[src/rtl/fetch_pkg.sv]
// Shared types and constants for the instruction-fetch stage.
package fetch_pkg;

    localparam logic [31:0] NOP_INSTR        = 32'h0000_0000;
    localparam logic [31:0] DEFAULT_RESET_PC = 32'h0000_0000;

    typedef struct packed {
        logic [31:0] instr;
        logic [31:0] pc_plus4;
        logic        valid;
    } if_id_t;

endpackage

[src/rtl/fetch_stage_if_id_reg.sv]
// IF/ID pipeline register: synchronous reset, clear (bubble) beats enable.
module if_id_reg
    import fetch_pkg::*;
(
    input  logic   clk,
    input  logic   reset,
    input  logic   clr,
    input  logic   en,
    input  if_id_t d,
    output if_id_t q
);

    if_id_t r_q;

    always_ff @(posedge clk) begin
        if (reset) begin
            r_q <= '0;
        end else if (clr) begin
            r_q <= '{instr: NOP_INSTR, pc_plus4: 32'h0, valid: 1'b0};
        end else if (en) begin
            r_q <= d;
        end
    end

    assign q = r_q;

endmodule

[src/rtl/fetch_stage.sv]
// Fetch stage: PC register, next-PC selection, imem addressing and IF/ID capture.
module fetch_stage
    import fetch_pkg::*;
#(
    parameter logic [31:0] RESET_PC = DEFAULT_RESET_PC,
    parameter int          IMEM_AW  = 6
) (
    input  logic               clk,
    input  logic               reset,
    input  logic               stall_f,
    input  logic               stall_d,
    input  logic               flush_d,
    input  logic               pc_src_d,
    input  logic [31:0]        pc_branch_d,
    input  logic               jump_d,
    input  logic [31:0]        pc_jump_d,
    output logic [IMEM_AW-1:0] imem_addr,
    input  logic [31:0]        imem_rd,
    output logic [31:0]        pc_f,
    output logic [31:0]        instr_d,
    output logic [31:0]        pc_plus4_d,
    output logic               valid_d,
    output logic [31:0]        fetch_count
);

    logic [31:0] r_pc;
    logic [31:0] r_fetch_count;
    logic [31:0] w_pc_plus4_f;
    logic [31:0] w_pc_next;
    logic        w_load_d;
    if_id_t      w_if_id_d;
    if_id_t      w_if_id_q;

    assign w_pc_plus4_f = r_pc + 32'd4;

    // Jump outranks branch; redirect targets are forced word-aligned.
    always_comb begin
        w_pc_next = w_pc_plus4_f;
        if (jump_d) begin
            w_pc_next = {pc_jump_d[31:2], 2'b00};
        end else if (pc_src_d) begin
            w_pc_next = {pc_branch_d[31:2], 2'b00};
        end
    end

    always_ff @(posedge clk) begin
        if (reset) begin
            r_pc <= RESET_PC;
        end else if (!stall_f) begin
            r_pc <= w_pc_next;
        end
    end

    assign w_load_d  = !flush_d && !stall_d;
    assign w_if_id_d = '{instr: imem_rd, pc_plus4: w_pc_plus4_f, valid: 1'b1};

    if_id_reg u_if_id_reg (
        .clk   (clk),
        .reset (reset),
        .clr   (flush_d),
        .en    (!stall_d),
        .d     (w_if_id_d),
        .q     (w_if_id_q)
    );

    always_ff @(posedge clk) begin
        if (reset) begin
            r_fetch_count <= 32'h0;
        end else if (w_load_d) begin
            r_fetch_count <= r_fetch_count + 32'd1;
        end
    end

    assign imem_addr   = r_pc[IMEM_AW+1:2];
    assign pc_f        = r_pc;
    assign instr_d     = w_if_id_q.instr;
    assign pc_plus4_d  = w_if_id_q.pc_plus4;
    assign valid_d     = w_if_id_q.valid;
    assign fetch_count = r_fetch_count;

endmodule

[config.mk]
export PLATFORM = sky130hd
export DESIGN_NAME = fetch_stage
export DESIGN_NICKNAME = d
export VERILOG_FILES = /design/src/rtl/fetch_pkg.sv /design/src/rtl/fetch_stage_if_id_reg.sv /design/src/rtl/fetch_stage.sv
export SDC_FILE = /design/constraint.sdc
export NUM_CORES = 1
export LEC_CHECK = 0
export CAP_MARGIN = 20
export CORE_ASPECT_RATIO = 1.5
export CORE_MARGIN = 10
export CORE_UTILIZATION = 40
export DETAILED_ROUTE_END_ITERATION = 8
export PLACE_DENSITY_LB_ADDON = 0.08
export RECOVER_POWER = 100
export SYNTH_ARGS = -nofsm -noshare
export SYNTH_HDL_FRONTEND = slang
export SYNTH_SLANG_ARGS = --single-unit
export TNS_END_PERCENT = 50
[constraint.sdc]
create_clock -name clk -period 2.6 [get_ports clk]
set_clock_uncertainty 0.15 [all_clocks]
set_input_delay 0.52 -clock clk [delete_from_list [all_inputs] [get_ports clk]]
set_output_delay 0.52 -clock clk [all_outputs]
set_load 0.05 [all_outputs]
==> results by group <==
Global route
  – Remaining global-route overflow: 0
  – All-Layer GR Usage: 19.9%
  – Met2 usage: 32.5%
  – Met1 usage: 22.4%
  – First-pass GRT wire length: between 30,000 and 40,000 microns
  – GR peak layer: met2
  – Vias in the first global route: 6,171
  – Initial antenna violation count: 0
  – Largest net degree at the start of global routing: between 40 and 50
  – Routing usage on met3: 10.1%

Finish
  – Area delta synth->final: 51.6%
  – Layout cells sized above 1: 7.13%
  – Fillers: 1,328
  – Layout Cells excl Fill: about 1,100
  – Most frequent cells in the layout: dlygate4sd3_1 (127), dfxtp_1 (125), clkdlybuf4s50_1 (100)
  – Nets: 1,032
  – Ant diodes: 0
  – Finished Cell Area: 9070 sq um
  – Commonest non-fill, non-tap cell in the layout: dlygate4sd3_1
  – Core Util, Final: approximately 62%

Synth
  – Primary FF master, synth: dfxtp_1
  – Sequential fraction of the synthesis area: 41.8%
  – Syn Area/Cell: around 8.5 sq um
  – Post-synthesis register bit count: 125
  – Number of enable flip-flop cells after synthesis: 0
  – Synth cell types: 60
  – Synth warn: 0
  – Mapped cell area: approximately 6000 sq um
  – Asr flop ratio synth: 0%
  – Synth Instances: 700

Die
  – Row Count: 54
  – Ports: 238
  – Core area: 14,600 sq um
  – Initial Util: 41.0%
  – Horiz. Die Dim: 120 microns
  – Die ar.: around 20,000 sq um
  – Die Y: 170 microns

STA
  – Worst slew pin tran: between 1000 and 1500 ps
  – Slew Limit Headroom: 10.4%
  – Final setup violation count: 0
  – Final WS setup: 97.2 ps
  – RSZ-0062 raised after global routing: false
  – Final critical-path required period: 2500 ps
  – Tcrit/Tclk final: 96.3%
  – Final hold slack: 308 ps
  – Final Max Slew Viols: 0
  – Final hold vios: 0
  – TNS Setup: 0 ps
  – Fmax: 400 MHz

Power
  – Cell Pwr Density: 595 nW/um^2
  – Leakage: 3.77 nW
  – Worst vdd rail ir drop: 0.431 mV
  – Total power: 5.39 mW

Placement
  – Placed cells: 1,104
  – Port Buffers: 229
  – Hpwl dp: 16,000 microns
  – Final GP Congestion: about 0.8
  – Pre-CTS WS: 53.8 ps
  – DP Area: 8530 sq um

Clock tree
  – # hold bufs at CTS: 0
  – CTS tree: done
  – Clock buffer depth: 2
  – Clock buffer count from CTS: 17
  – TritonCTS Sinks: 125
  – CTS HTree Levels: 4
  – Clk_lat worst skew: a little over 400 ps
  – Worst-path clk slew: 60 ps
  – CTS Root Cell: clkbuf_16

Setup path
  – Critical-path cell list: clkdlybuf4s50_1
  – CP max-delay cell: clkdlybuf4s50_1
  – WS Path Type: reg2out
  – CP Capture Type: primary output
  – Arr. time, crit path: 1830 ps
  – Worst setup SP type: flop
  – CP max stage delay: 890 ps
  – Max Fanout on Critical Path: 7
  – CP Data Required Time: 1930 ps
  – Top Family by Delay on Critical Path: buffers and inverters
  – Buf/Inv on CP: 1

Hold path
  – Hold WC Path Type: reg2reg

Detailed routing
  – WL final: 20,800 microns
  – 1st-pass router iterations: 5
  – Post-route ant nets: 0
  – Drt first-iter violations: 362
  – Via density: 5.29
  – DR DRC count: 0
  – Avg WL per Cell: about 18 microns
  – Vias post-DR: approximately 6,000

Job
  – Max_cap viols: 0

Outcome
  – Status: finished clean
## cells in the mapped netlist, drive strengths merged (15+ instances only)
master	number	area, sq um
inv	24	90.1
o21ai	41	205
dfxtp	125	2500
clkbuf	40	150
buf	15	97.6
xor2	18	158
nor2	95	357
nand3	22	110
nand4	18	128
nand2	39	146
mux2i	44	440
a21oi	47	235
xnor2	27	236
## registers in the layout, indices dropped and copies added, names as in the netlist
signal,count
u_if_id_reg.q,63
fetch_count,32
pc_f,30
## where the power goes
part           switching, mW  internal, mW  total (mW)
clock network          0.925          1.50        2.42
registers             0.0682          1.98        2.05
logic                  0.552         0.369       0.922
## layer usage
metal,vias to the layer above,share of wire [%]
li1,2947,-
met1,2786,39
met2,256,48
met3,25,11
met4,0,1.7
met5,-,0
## worst register-to-register path: stages, from the launching register on
cell	delay, ps
dfxtp_1	530
nand4_4	130
clkbuf_1	240
nor4_2	600
nand3b_1	240
o31a_1	330
o32ai_1	130
## layout make-up
type | instances | area [sq um] | area share (%)
multi-input combinational | 497 | 3130 | 34.5
sequential | 125 | 2500 | 27.6
timing repair buffer | 260 | 2490 | 27.5
clock buffer | 20 | 467 | 5.14
tap | 196 | 245 | 2.70
clock inverter | 12 | 135 | 1.49
inverter | 26 | 97.6 | 1.08
## final timing paths
check                                       end  slack [ps]                          start  cells after the start
setup / recovery                        pc_f[5]         100           pc_f[5]$_SDFFE_PP0N_                      1
hold / removal    u_if_id_reg.q[0]$_SDFFE_PP0N_         310  u_if_id_reg.q[0]$_SDFFE_PP0N_                      1
setup reg to reg          pc_f[23]$_SDFFE_PP0N_         160           pc_f[5]$_SDFFE_PP0N_                      6
hold reg to reg   u_if_id_reg.q[0]$_SDFFE_PP0N_         310  u_if_id_reg.q[0]$_SDFFE_PP0N_                      1
## kinds of logic (layout without fill, tap and decap cells)
kind of cell    Yosys count  in the layout  share of synthesized area [%]
xor+xnor                 45             45                           6.59
other cells               1              4                         0.0627
buf+inv                  81            318                           5.77
fa+ha+maj                 2              2                          0.418
mux                      46             46                           7.74
compound gates          162            162                           17.8
simple gates            238            238                           19.8
flops                   125            125                           41.8
## repair_timing
item                                    4_1_cts  5_1_grt
endpoints found under the setup margin        0        1
gates resized for setup                       0        1
buffers inserted                              0        0
No activity file was read; power rests on OpenSTA's default activity.
